--- config.mk ---
export PLATFORM = sky130hd
export DESIGN_NAME = seg7_capture_32
export DESIGN_NICKNAME = d
export VERILOG_FILES = /design/src/rtl/seg7_capture_32.sv
export SDC_FILE = /design/constraint.sdc
export NUM_CORES = 1
export LEC_CHECK = 0
export BUFFER_PORTS_ARGS = -buffer_cell sky130_fd_sc_hd__buf_2
export CORE_MARGIN = 10
export CORE_UTILIZATION = 35
export CTS_CLUSTER_SIZE = 25
export DETAILED_ROUTE_END_ITERATION = 8
export SYNTH_ARGS = -nofsm -noshare
export SYNTH_HDL_FRONTEND = slang
export SYNTH_SLANG_ARGS = --single-unit
--- constraint.sdc ---
create_clock -name clk -period 11.49 [get_ports clk]
set_input_delay 1.149 -clock clk [delete_from_list [all_inputs] [get_ports clk]]
set_output_delay 1.149 -clock clk [all_outputs]
set_load 0.05 [all_outputs]
--- src/rtl/seg7_capture_32.sv ---
// Display-bus readback. Waits for each anode/cathode pattern to settle, decodes it to a hex nibble,
// and rebuilds the 32-bit word shown on an 8-digit multiplexed seven-segment display.
module seg7_capture_32 #(
   parameter int SETTLE_CLOCKS = 4
) (
   input  logic        clk,
   input  logic        rst_i,
   input  logic [7:0]  an_i,
   input  logic        ca_i,
   input  logic        cb_i,
   input  logic        cc_i,
   input  logic        cd_i,
   input  logic        ce_i,
   input  logic        cf_i,
   input  logic        cg_i,
   output logic [31:0] data_o,
   output logic        valid_o,
   output logic        err_o,
   output logic [7:0]  seen_o
);

   localparam int CW = (SETTLE_CLOCKS > 0) ? $clog2(SETTLE_CLOCKS + 1) : 1;
   localparam logic [CW-1:0] CNT_MAX = CW'(SETTLE_CLOCKS);
   localparam logic [CW-1:0] CNT_PRE = CW'(SETTLE_CLOCKS - 1);

   logic [14:0]   sample_in;
   logic [14:0]   sample_q;
   logic [CW-1:0] stable_cnt;
   logic          same;
   logic          capture;
   logic          complete;

   logic [31:0]   shadow, shadow_next;
   logic [7:0]    seen, seen_next;
   logic          frame_err, frame_err_next;

   logic [7:0]    an_q;
   logic [6:0]    seg_q;
   logic [2:0]    digit_k;
   logic [4:0]    dec;

   // Returns {valid, nibble}; cathodes are active-low, ordered {ca..cg}.
   function automatic logic [4:0] seg_decode(input logic [6:0] seg);
      case (seg)
         7'b0000001: return {1'b1, 4'h0};
         7'b1001111: return {1'b1, 4'h1};
         7'b0010010: return {1'b1, 4'h2};
         7'b0000110: return {1'b1, 4'h3};
         7'b1001100: return {1'b1, 4'h4};
         7'b0100100: return {1'b1, 4'h5};
         7'b0100000: return {1'b1, 4'h6};
         7'b0001111: return {1'b1, 4'h7};
         7'b0000000: return {1'b1, 4'h8};
         7'b0000100: return {1'b1, 4'h9};
         7'b0001000: return {1'b1, 4'hA};
         7'b1100000: return {1'b1, 4'hB};
         7'b0110001: return {1'b1, 4'hC};
         7'b1000010: return {1'b1, 4'hD};
         7'b0110000: return {1'b1, 4'hE};
         7'b0111000: return {1'b1, 4'hF};
         default:    return 5'b0;
      endcase
   endfunction

   assign sample_in = {an_i, ca_i, cb_i, cc_i, cd_i, ce_i, cf_i, cg_i};
   assign same      = (sample_in == sample_q);
   // Fires once per stable period: only the step from SETTLE-1 to SETTLE captures.
   assign capture   = same && (stable_cnt == CNT_PRE);
   assign an_q      = sample_q[14:7];
   assign seg_q     = sample_q[6:0];

   always_comb begin
      shadow_next    = shadow;
      seen_next      = seen;
      frame_err_next = frame_err;
      digit_k        = '0;
      dec            = seg_decode(seg_q);
      for (int i = 0; i < 8; i++) begin
         if (!an_q[i]) digit_k = 3'(i);
      end
      if (capture && (an_q != 8'hFF)) begin
         if ($onehot(~an_q)) begin
            seen_next[digit_k] = 1'b1;
            if (dec[4]) shadow_next[{digit_k, 2'b00} +: 4] = dec[3:0];
            else        frame_err_next = 1'b1;
         end else begin
            frame_err_next = 1'b1;
         end
      end
   end

   assign complete = capture && (seen_next == 8'hFF);

   always_ff @(posedge clk) begin
      if (rst_i) begin
         sample_q   <= '1;
         stable_cnt <= '0;
         shadow     <= '0;
         seen       <= '0;
         frame_err  <= 1'b0;
         data_o     <= '0;
         valid_o    <= 1'b0;
         err_o      <= 1'b0;
      end else begin
         sample_q <= sample_in;
         if (!same)                  stable_cnt <= '0;
         else if (stable_cnt != CNT_MAX) stable_cnt <= stable_cnt + 1'b1;
         shadow  <= shadow_next;
         valid_o <= complete;
         if (complete) begin
            data_o    <= shadow_next;
            err_o     <= frame_err_next;
            seen      <= '0;
            frame_err <= 1'b0;
         end else begin
            seen      <= seen_next;
            frame_err <= frame_err_next;
         end
      end
   end

   assign seen_o = seen;

endmodule
After elaboration in Yosys (flattened, before gate mapping)
Cells that the tools add are included.

word-level totals
  output and inout port bits = 42
  memory bits (writable) = 0
  word-level logic and storage cells = 71
  memories = 0
  register bits = 93
  ROM bits = 0
  input port bits = 17
  latch bits = 0

cells by class
  equality and inequality tests = 21
  divide/modulo/power cells = 0
  shifts and indexed selects = 2
  $add $sub $neg = 9
  magnitude comparators = 2
  multipliers = 0
  mux-type cells = 19
  bitwise operators = 3
  reduce and logical (&&, ||, !) cells = 7

operators with widths
  operator                                              number
  2-to-1 mux 32 bit                                     3
  case mux 5 bit (16 select lines)                      1
  equality test 7 x 6 -> 1 bit, second input constant   5
  bitwise mux 32 bit                                    1
  variable shift 4 x 7 -> 32 bit, first input constant  1
  indexed part select 4 x 7 -> 32 bit                   1
  equality test 7 bit, second input constant            4
  2-to-1 mux 3 bit                                      6
  2-to-1 mux 8 bit                                      2
  equality test 15 bit                                  1
  equality test 7 x 3 -> 1 bit, second input constant   2
  equality test 7 x 4 -> 1 bit, second input constant   2
  adder 1 x 1 -> 2 bit                                  4
  equality test 8 bit, second input constant            1
  inequality test 8 bit, second input constant          1
  NOT 8 bit                                             1
  OR 8 bit                                              1
  equality test 7 x 1 -> 1 bit, second input constant   1
  equality test 7 x 5 -> 1 bit, second input constant   1
  logical NOT 7 bit                                     1
  negator 5 -> 7 bit                                    1
  adder 2 x 2 -> 3 bit                                  2
  2-to-1 mux 1 bit                                      5
  adder 3 x 3 -> 4 bit                                  1
  10 further kinds                                      14

Logic depth before layout (Yosys ltp)
Gate-level depths: netlist of the first run.

  depth in word-level cells = 17
  gate-level depth with buffers = 16
  mapped depth without buffers = 14

Worst setup path before layout of the first run
No wires, ideal clock.

  path type = register to register
  start = register sample_q[7]
  end = register data_o[18]
  setup time = 123 ps
  clock period less this slack = 4661 ps
  arrival = 4537 ps
  setup slack = 6829 ps
  data required time = 11367 ps
  buffers on the path = 1
  stages on the path, launching flop included = 16
  cells stage by stage = dfxtp_1 fa_1 inv_1 fa_1 fa_1 ha_1 inv_1 fa_1 nor4bb_1 a31o_2 a21oi_1 or4_1 nor3_2 nand3_2 buf_2 mux2_1

on the way
  longest elaborated chain between the ends = 9
  elaborated cells between the ends (all ways) = 15
  those cells by class = 3 x add/sub; 4 x eq/ne; 4 x mux; 1 x bitwise; 3 x reduce/logical

ends and longest elaborated chain
  item                                        line  text
  start, declared                             27    logic [14:0] sample_q;
  start signal, assigned                      105   sample_q <= sample_in;
  NOT 8 bit                                   82    if ($onehot(~an_q)) begin
  adder 1 x 1 -> 2 bit (implied by the code)  82
  adder 2 x 2 -> 3 bit (implied by the code)  82
  adder 3 x 3 -> 4 bit (implied by the code)  82
  equality test 4 x 1 -> 1 bit                82
  2-to-1 mux 8 bit                            82
  2-to-1 mux 8 bit                            81    if (capture && (an_q != 8'hFF)) begin
  equality test 8 bit                         92    assign complete = capture && (seen_next == 8'hFF);
  logical AND 1 bit                           92
  end signal, assigned                        111   data_o <= shadow_next;
  end, declared                               16    output logic [31:0] data_o,

Parallel ways exist; a longest one is shown, timed or not.
A chain may end at the register's enable or synchronous reset.

Worst setup path in the final report of the first run
  start = register sample_q[10]
  end = register data_o[6]

on the way
  longest elaborated chain between the ends = 14
  elaborated cells between the ends (all ways) = 31
  those cells by class = 4 x add/sub; 2 x order compare; 4 x eq/ne; 2 x shift; 13 x mux; 2 x bitwise; 4 x reduce/logical

ends and longest elaborated chain
  item                                                                                                              line  text
  2-to-1 mux 3 bit (5 in series)                                                                                    79    if (!an_q[i]) digit_k = 3'(i);
  less-than comparator 3 x 4 -> 1 bit (implied by the code) / >= comparator 3 x 1 -> 1 bit (equally long branches)  83    seen_next[digit_k] = 1'b1;
  logical AND 1 bit (implied by the code)                                                                           83
  2-to-1 mux 1 bit (implied by the code)                                                                            83
  demux 1 bit (select 3 bit)                                                                                        83
  OR 8 bit (no line)                                                                                                n/a
  2-to-1 mux 8 bit                                                                                                  82
  2-to-1 mux 8 bit                                                                                                  81
  equality test 8 bit                                                                                               92
  logical AND 1 bit                                                                                                 92

Parallel ways exist; a longest one is shown, timed or not.

==> results.md, run 1 <==
* Status: complete, no violations
* Share of layout cells above drive strength 1 at 20.0%
* WP buf/inv at 3
* Io pins at 59
* Total negative slack at 0 ns
* Max clock buf depth at 2
* Worst-Skew Late Latency at 0.35 ns
* Critical path's slowest cell: and3_1
* # setup viols final at 0
* Die Y at 133 um
* Maximum fanout along the worst path at 27
* Clock root cell: clkbuf_16
* Clock transition at path regs at 0.06 ns
* Final Cycle Share at 49.3%
* Synth unique cells at 60
* Leakage at 1.96 nW
* Initial core utilization at 35.6%
* Hold crit path type: register to register
* Post-Syn Area at 0.00447 mm^2
* R2r endpoint: data_o[6]
* Synth area leaders: dfxtp_1 42%, mux2i_1 5.8%, nor2_1 3.9%, xnor2_1 3.3%, a31oi_1 2.8%
* Mapped Cells at 491
* Layout area overhead at 14.7%
* R2R setup slack at 5.83 ns
* Hpwl dp at 8.51 mm
* CP required at 11.68 ns
* Fin. Hold Viols at 0
* Crit Path Class: register to register
* Post-Syn Nets at 521
* Worst hold slack at 0.480 ns
* CP Data Arrival Time at 5.85 ns
* WL met2 at 5.50 mm
* Crit path top cell by count: fa_1
* Fin crit period at 5.66 ns
* Max VDD drop at 0.0691 mV
* P per Cell Area at 132 mW/mm^2
* Hold depth at 2
* CTS H-tree depth at 3
* Hold_sp: data_o[6]
* Final slew viol count at 0
* Yosys top cell by area: dfxtp_1
* Critical Path Start Type: register
* Max Fclk at 0.177 GHz
* Core area at 0.0126 mm^2
* Finished Cell Area at 0.00513 mm^2
* Worst Setup End Kind: register
* CTS sink cnt at 93
* Post-CTS resize count at 0
* Post-DR vias/cell at 5.33
* Clock skew at 0.00568 ns
* Post-Place Cells at 691
* Post-route insts no fill at 707
* Async SR Flop Fraction at 0%
* Most common cell after layout, fill and taps aside: dfxtp_1
* Num CTS Buffers at 9
* YS warnings at 0
* Place WS at 5.87 ns
* Remaining global-route overflow at 0
* Final worst setup slack at 5.83 ns
* Die area at 0.0177 mm^2
* First-pass DRT Iterations at 5
* TritonCTS clock tree: yes
* Largest net degree at the start of global routing at 95
* Worst Reg2Reg Path Length in Cells at 15
* GPL Wtd Cong at 0.859
* ANT cells at 0
* Register area share after synthesis at 41.6%
* Reg-to-Reg Start: sample_q[10]
* Worst-margin pin slew at 1.27 ns
* Worst hold endpoint: data_o[6]
* Vias at 3,765
* Slowest stage delay, CP at 0.88 ns
* Family with the most delay on the worst path: adder cells
* Post-DP Area at 0.00485 mm^2
* Worst rel slew slack at 14.3%
* CP Cell Sequence: fa_1, inv_1, fa_1, fa_1, ha_1, inv_1, fa_1, nor4bb_1, a31o_2, a21oi_1, or4_1, nor3_2, buf_4, and3_1, o22ai_1
* DRC at 0
* First-pass GRT wire length at 19.3 mm
* Die W at 133 um
* Top sig layer: met4
* Main synth FF type: dfxtp_1
* Port bufs at 58
* Tot GR Track Use at 13.3%
* Post-synth EDFFs at 0
* Initial antenna violation count at 0
* Antenna Nets Post-Route at 0
* RSZ-0062 raised after global routing: false
* Vias in the first global route at 3,758
* Setup Fix Bufs, Post-CTS at 0
* Synthesized flop and latch total at 93
* Hold-fix buffers, CTS at 0
* Yosys top cell area share at 41.6%
* Mean Syn Cell Area at 9.10 um^2
* WL/cell at 16.7 um
* Most frequent cells in the layout: 93 x dfxtp_1, 58 x buf_2, 47 x nor2_1
* Final wirelength at 11.8 mm
* 1st-iter DRT viols at 276
* Fin nets at 560
* Wire length on met1 at 5.50 mm
* Site Rows at 41
* Routed met3 length at 581 um
* Max-cap violation count at 0
==> cells by family after synthesis <==
kind of cell | count (synthesis) | share of synthesized area, %
muxes | 33 | 7.58
buffers and inverters | 61 | 5.74
and+or+nand+nor | 173 | 21.4
AOI/OAI and AO/OA | 100 | 15.8
adders and majority gates | 13 | 4.31
DFF | 93 | 41.6
xor gates and xnor gates | 18 | 3.53
==> how the worst max path moves through the flow <==
stage	startpoint	endpoint	slack, ns	cells past startpoint
5_1_grt	sample_q[10]	data_o[6]	5.42	15
4_1_cts	sample_q[10]	data_o[6]	5.83	15
3_5_place_dp	sample_q[10]	data_o[6]	5.87	15
2_1_floorplan	sample_q[7]	data_o[18]	6.83	15
6_report	sample_q[10]	data_o[6]	5.83	15
3_3_place_gp	sample_q[10]	data_o[6]	5.97	15
==> final cells by class <==
class | count | area, um^2
fill | 1261 | 7440
multi-input combinational | 337 | 2350
sequential | 93 | 1860
timing repair buffer | 62 | 320
clock buffer | 11 | 243
tap | 172 | 215
inverter | 27 | 101
clock inverter | 5 | 35.0
==> Yosys cell counts, types with 3 or more instances <==
master	number
a211oi_1	14
a21oi_1	19
a311o_1	8
a31oi_1	20
a41oi_1	3
and3_1	11
buf_2	10
clkbuf_1	22
dfxtp_1	93
fa_1	4
ha_1	9
inv_1	27
mux2_2	5
mux2i_1	26
nand2_1	22
nand2b_1	4
nand3_1	10
nand4_1	7
nor2_1	47
nor2b_1	13
nor3_1	12
nor4_1	4
nor4_2	4
o21ai_0	5
o22ai_1	4
o31ai_1	8
or2_2	16
or4_1	6
xnor2_1	17
==> metal layers <==
metal	GRT usage, %	vias to the layer above
met3	3.56	14
met5	0	-
li1	-	1840
met4	5.44	0
met2	21.4	106
met1	16.6	1805
==> per-stage QoR <==
stage	utilization (%)	power [mW]
3_5_place_dp	38.6	0.405
2_1_floorplan	-	0.389
4_1_cts	40.8	0.685
3_3_place_gp	38.6	0.402
5_1_grt	40.8	0.706
6_report	40.8	0.677
==> registers in the layout (all words and copies together), names as in the netlist <==
name        flops
data_o         32
stable_cnt      3
sample_q       15
err_o           1
frame_err       1
shadow         32
valid_o         1
seen_o          8
==> where the power goes <==
group          switching (mW)  internal (mW)  total, mW
combinational          0.0406         0.0257     0.0664
sequential            0.00726          0.325      0.332
clock                   0.126          0.153      0.279
==> worst register-to-register path, stage by stage (launching register included) <==
cell and delay, ns:
dfxtp_1 0.47, fa_1 0.47, inv_1 0.09, fa_1 0.43
fa_1 0.52, ha_1 0.17, inv_1 0.05, fa_1 0.50
nor4bb_1 0.27, a31o_2 0.36, a21oi_1 0.11, or4_1 0.49
nor3_2 0.18, buf_4 0.32, and3_1 0.88, o22ai_1 0.21
Power figures use the tool's default switching activity.
==> run 2, diff against run 1 <==
==> constraint.sdc (replaced) <==
create_clock -name clk -period 5.8 [get_ports clk]
set_input_delay 0.58 -clock clk [delete_from_list [all_inputs] [get_ports clk]]
set_output_delay 0.58 -clock clk [all_outputs]
set_load 0.05 [all_outputs]
==> results.md, run 2 (synthesized netlist as in run 1, its figures left out) <==
* Antenna Nets Post-Route at 0 (unchanged)
* Io pins at 59 (unchanged)
* R2R setup slack at 0.61 ns (-5.22 ns)
* Total negative slack at 0 ns (unchanged)
* Status: complete, no violations
* Clock root cell: clkbuf_16
* CTS sink cnt at 93 (unchanged)
* P per Cell Area at 284 mW/mm^2 (+120%)
* Setup Fix Bufs, Post-CTS at 0 (unchanged)
* Largest net degree at the start of global routing at 60 (-37%)
* Hold crit path type: input port to register
* Worst rel slew slack at 19.6% (+5.3 points)
* Top sig layer: met4
* Post-Place Cells at 694 (+0.43%)
* Hold-fix buffers, CTS at 0 (unchanged)
* Wire length on met1 at 5.29 mm (-3.7%)
* Area of the multi-input gates at 0.00235 mm^2 (unchanged)
* GPL Wtd Cong at 0.851 (-0.91%)
* Share of layout cells above drive strength 1 at 20.6% (+0.63 points)
* Crit Path Class: register to register
* Final wirelength at 11.8 mm (+0.33%)
* Max Fclk at 0.193 GHz (+9.0%)
* DRC at 0 (unchanged)
* Remaining global-route overflow at 0 (unchanged)
* First-pass DRT Iterations at 6 (+1)
* Fin crit period at 5.19 ns (-0.467 ns)
* Worst-margin pin slew at 1.20 ns (-0.0782 ns)
* WL/cell at 16.7 um (about the same)
* Die W at 133 um (unchanged)
* Vias at 3,756 (-0.24%)
* Worst Setup End Kind: register
* Initial antenna violation count at 0 (unchanged)
* Post-route insts no fill at 710 (+0.42%)
* Site Rows at 41 (unchanged)
* Maximum fanout along the worst path at 15 (-44%)
* Max-cap violation count at 0 (unchanged)
* # setup viols final at 0 (unchanged)
* Initial core utilization at 35.6% (unchanged)
* RSZ-0062 raised after global routing: false
* TritonCTS clock tree: yes
* Hpwl dp at 8.75 mm (+2.8%)
* Post-CTS resize count at 0 (unchanged)
* CP Data Arrival Time at 5.43 ns (-0.42 ns)
* Clock transition at path regs at 0.07 ns (about the same)
* Core area at 0.0126 mm^2 (unchanged)
* Post-DR vias/cell at 5.29 (-0.66%)
* WL met2 at 5.70 mm (+3.5%)
* Most common cell after layout, fill and taps aside: dfxtp_1
* CTS H-tree depth at 3 (unchanged)
* Most frequent cells in the layout: 93 x dfxtp_1, 58 x buf_2, 47 x nor2_1
* Fin. Hold Viols at 0 (unchanged)
* Leakage at 2.01 nW (+2.6%)
* Routed met3 length at 590 um (+1.5%)
* Max clock buf depth at 2 (unchanged)
* Critical Path Start Type: register
* Num CTS Buffers at 9 (unchanged)
* ANT cells at 0 (unchanged)
* Biggest regs: data_o (32), shadow (32), sample_q (15)
* First-pass GRT wire length at 19.8 mm (+2.5%)
* Vias in the first global route at 3,808 (+1.3%)
* Final slew viol count at 0 (unchanged)
* FF/Latch Area at 0.00186 mm^2 (unchanged)
* 1st-iter DRT viols at 319 (+16%)
* Fin nets at 563 (+0.54%)
* CP required at 6.04 ns (-5.64 ns)
* Tot GR Track Use at 13.7% (+0.32 points)
* Layout area overhead at 16.9%
* Max VDD drop at 0.127 mV (+83%)
* Final Cycle Share at 89.5% (+40 points)
* Die area at 0.0177 mm^2 (unchanged)
* Port bufs at 58 (unchanged)
* Clock skew at 0.00840 ns (+0.00272 ns)
* Die Y at 133 um (unchanged)
* Worst-Skew Late Latency at 0.35 ns (about the same)
* Fillcell total at 1,265 (+0.32%)
==> run 2: changes by cell type in the layout (fill, tap and decap cells not counted), sizes merged <==
cell and delta:
buf +3, clkbuf -2, bufinv +3, inv +2, clkinv -3
==> run 2: worst max-delay path: stages, from the launching register on <==
cell and delay (ns):
dfxtp_1 0.48, fa_1 0.46, inv_1 0.09, fa_1 0.43, fa_1 0.51, ha_1 0.17
inv_1 0.05, fa_1 0.49, nor4bb_1 0.30, a31o_2 0.36, a21oi_1 0.11, or4_1 0.52
nor3_2 0.30, nand3_2 0.36, mux2_1 0.43
==> run 2: metrics by stage <==
step	setup WS (ns)	util [%]	total power [mW]	hold slack, ns	instance area, um^2
after global placement	0.827	38.8	0.795	0.467	4870
after global routing	0.227	41.6	1.54	0.437	5230
final	0.607	41.6	1.49	0.439	5230
after CTS	0.656	41.6	1.50	0.433	5230
after detailed placement	0.669	38.8	0.801	0.463	4870
after floorplan	1.14	-	0.770	0.447	4470
==> run 2: path summary, 6_finish.rpt <==
path                            cells after the start      endpoint         start
worst min-delay path                                2  sample_q[14]       an_i[7]
worst max register to register                     14    data_o[18]  sample_q[10]
worst min register to register                      2     data_o[7]     data_o[7]
worst max-delay path                               14    data_o[18]  sample_q[10]
==> run 2: final cells by class <==
type,instances,area share [%]
Tap cell,172,4.12
Inverter,27,1.94
Clock inverter,7,2.47
Clock buffer,9,4.31
Multi-Input combinational cell,337,45.0
Timing Repair Buffer,65,6.56
Sequential cell,93,35.6
==> run 2: report_power, final <==
| group | switching, mW | leakage [nW] | internal, mW |
|---|---|---|---|
| Sequential | 0.0143 | 0.753 | 0.644 |
| Combinational | 0.0794 | 1.08 | 0.0508 |
| Clock | 0.269 | 0.170 | 0.429 |
| Total | 0.363 | 2.01 | 1.12 |
==> run 2: metal layers <==
| layer | up-vias | global-route usage (%) |
|---|---|---|
| met2 | 99 | 22.4 |
| li1 | 1846 | - |
| met5 | - | 0 |
| met1 | 1795 | 16.5 |
| met3 | 16 | 3.10 |
| met4 | 0 | 6.48 |
==> run 3, diff against run 2 <==
==> constraint.sdc (replaced) <==
create_clock -name clk -period 6.6 [get_ports clk]
set_input_delay 0.66 -clock clk [delete_from_list [all_inputs] [get_ports clk]]
set_output_delay 0.66 -clock clk [all_outputs]
set_load 0.05 [all_outputs]
==> results.md, run 3 (synthesized netlist as in run 1, its figures left out) <==
* Maximum fanout along the worst path at 27 (+12)
* Share of layout cells above drive strength 1 at 20.2% (-0.45 points)
* Max Fclk at 0.182 GHz (-5.5%)
* Fin nets at 560 (-0.53%)
* ANT cells at 0 (unchanged)
* Place WS at 1.12 ns (+0.454 ns)
* Core area at 0.0126 mm^2 (unchanged)
* Worst Reg2Reg Path Length in Cells at 14 (unchanged)
* Max-cap violation count at 0 (unchanged)
* GPL Wtd Cong at 0.825 (-3.0%)
* Fin crit period at 5.49 ns (+0.301 ns)
* CP Data Arrival Time at 5.69 ns (+0.26 ns)
* Final Total Pwr at 1.31 mW (-12%)
* Worst rel slew slack at 20.2% (+0.64 points)
* Most frequent cells in the layout: 93 x dfxtp_1, 58 x buf_2, 47 x nor2_1
* Hpwl dp at 8.62 mm (-1.4%)
* First-pass DRT Iterations at 4 (-2)
* CTS H-tree depth at 3 (unchanged)
* Clock skew at 0.00877 ns (+0.000370 ns)
* Leakage at 1.99 nW (-0.82%)
* Hold crit path type: register to register
* Fin. Hold Viols at 0 (unchanged)
* Final Cycle Share at 83.2% (-6.3 points)
* Max VDD drop at 0.141 mV (+11%)
* First-pass GRT wire length at 19.5 mm (-1.3%)
* Tot GR Track Use at 13.3% (-0.36 points)
* Die area at 0.0177 mm^2 (unchanged)
* R2r endpoint: data_o[6]
* Hold_sp: data_o[6]
* WL/cell at 16.7 um (+0.36%)
* Largest net degree at the start of global routing at 63 (+5.0%)
* Setup Fix Bufs, Post-CTS at 0 (unchanged)
* Crit Path Class: register to register
* Final wirelength at 11.8 mm (about the same)
* Status: complete, no violations
* Io pins at 59 (unchanged)
* Port bufs at 58 (unchanged)
* Worst-margin pin slew at 1.19 ns (-0.00956 ns)
* Initial antenna violation count at 0 (unchanged)
* Num CTS Buffers at 9 (unchanged)
* Remaining global-route overflow at 0 (unchanged)
* Clock root cell: clkbuf_16
* CTS sink cnt at 93 (unchanged)
* P per Cell Area at 251 mW/mm^2 (-12%)
* Worst hold endpoint: data_o[6]
* TritonCTS clock tree: yes
* DRC at 0 (unchanged)
* Antenna Nets Post-Route at 0 (unchanged)
* Vias in the first global route at 3,826 (+0.47%)
* Reg-to-Reg Start: sample_q[10]
* Post-CTS resize count at 0 (unchanged)
* # setup viols final at 0 (unchanged)
* Most common cell after layout, fill and taps aside: dfxtp_1
* Layout area overhead at 16.4%
* Fillcell total at 1,240 (-2.0%)
* Vias at 3,721 (-0.93%)
* Max clock buf depth at 2 (unchanged)
* R2R setup slack at 1.11 ns (+0.50 ns)
* Site Rows at 41 (unchanged)
* Worst Setup End Kind: register
* Hold-fix buffers, CTS at 0 (unchanged)
* Post-DR vias/cell at 5.26 (-0.51%)
* Initial core utilization at 35.6% (unchanged)
* Final worst setup slack at 1.11 ns (+0.499 ns)
* Clock transition at path regs at 0.07 ns (about the same)
* Worst-Skew Late Latency at 0.35 ns (about the same)
* Die Y at 133 um (unchanged)
* Critical Path Start Type: register
* Die W at 133 um (unchanged)
* 1st-iter DRT viols at 311 (-2.5%)
* Biggest regs: data_o (32), shadow (32), sample_q (15)
* Hold depth at 2 (unchanged)
* Total negative slack at 0 ns (unchanged)
* Final slew viol count at 0 (unchanged)
* RSZ-0062 raised after global routing: false
* CP required at 6.79 ns (+0.75 ns)
==> run 3: cell type report <==
class,instances,area [um^2],share of cell area (%)
Sequential cell,93,1860,35.8
Clock buffer,9,225,4.33
Tap cell,172,215,4.13
Timing Repair Buffer,62,320,6.15
Clock inverter,7,129,2.48
Multi-Input combinational cell,337,2350,45.2
Inverter,27,101,1.95
==> run 3: worst max-delay path by stage <==
stage | endpoint | startpoint | depth (start not counted) | slack, ns
after floorplan | data_o[18] | sample_q[7] | 15 | 1.94
after global placement | data_o[6] | sample_q[10] | 14 | 1.31
after detailed placement | data_o[6] | sample_q[10] | 14 | 1.12
after CTS | data_o[6] | sample_q[10] | 14 | 1.10
after global routing | data_o[7] | sample_q[10] | 14 | 0.75
final | data_o[6] | sample_q[10] | 14 | 1.11
==> run 3: critical path: stages, from the launching register on <==
cell      delay (ns)
dfxtp_1         0.51
fa_1            0.47
inv_1           0.08
fa_1            0.42
fa_1            0.50
ha_1            0.17
inv_1           0.06
fa_1            0.50
nor4bb_1        0.29
a31o_2          0.37
a21oi_1         0.10
or4_1           0.50
nor3_2          0.30
and3_1          0.88
o22ai_1         0.19
==> run 3: per-layer routing <==
metal	global-route usage [%]	up-vias	wire length [um]
met3	2.65	7	490
li1	-	1849	-
met1	16.4	1779	5550
met5	0	-	0
met4	4.34	0	123
met2	22.6	86	5660
==> run 3: through the flow <==
step	hold WS (ns)	instance area (um^2)	instances	util (%)
6_report	0.493	5200	707	41.4
5_1_grt	0.523	5200	707	41.4
4_1_cts	0.491	5200	707	41.4
3_5_place_dp	0.479	4850	691	38.6
3_3_place_gp	0.470	4850	691	38.6
2_1_floorplan	0.447	4470	491	-
==> run 3: report_power, final <==
part	total, mW	switching (mW)	internal [mW]	leakage (nW)
combinational	0.114	0.0695	0.0446	1.07
sequential	0.579	0.0129	0.566	0.753
clock	0.612	0.235	0.377	0.170
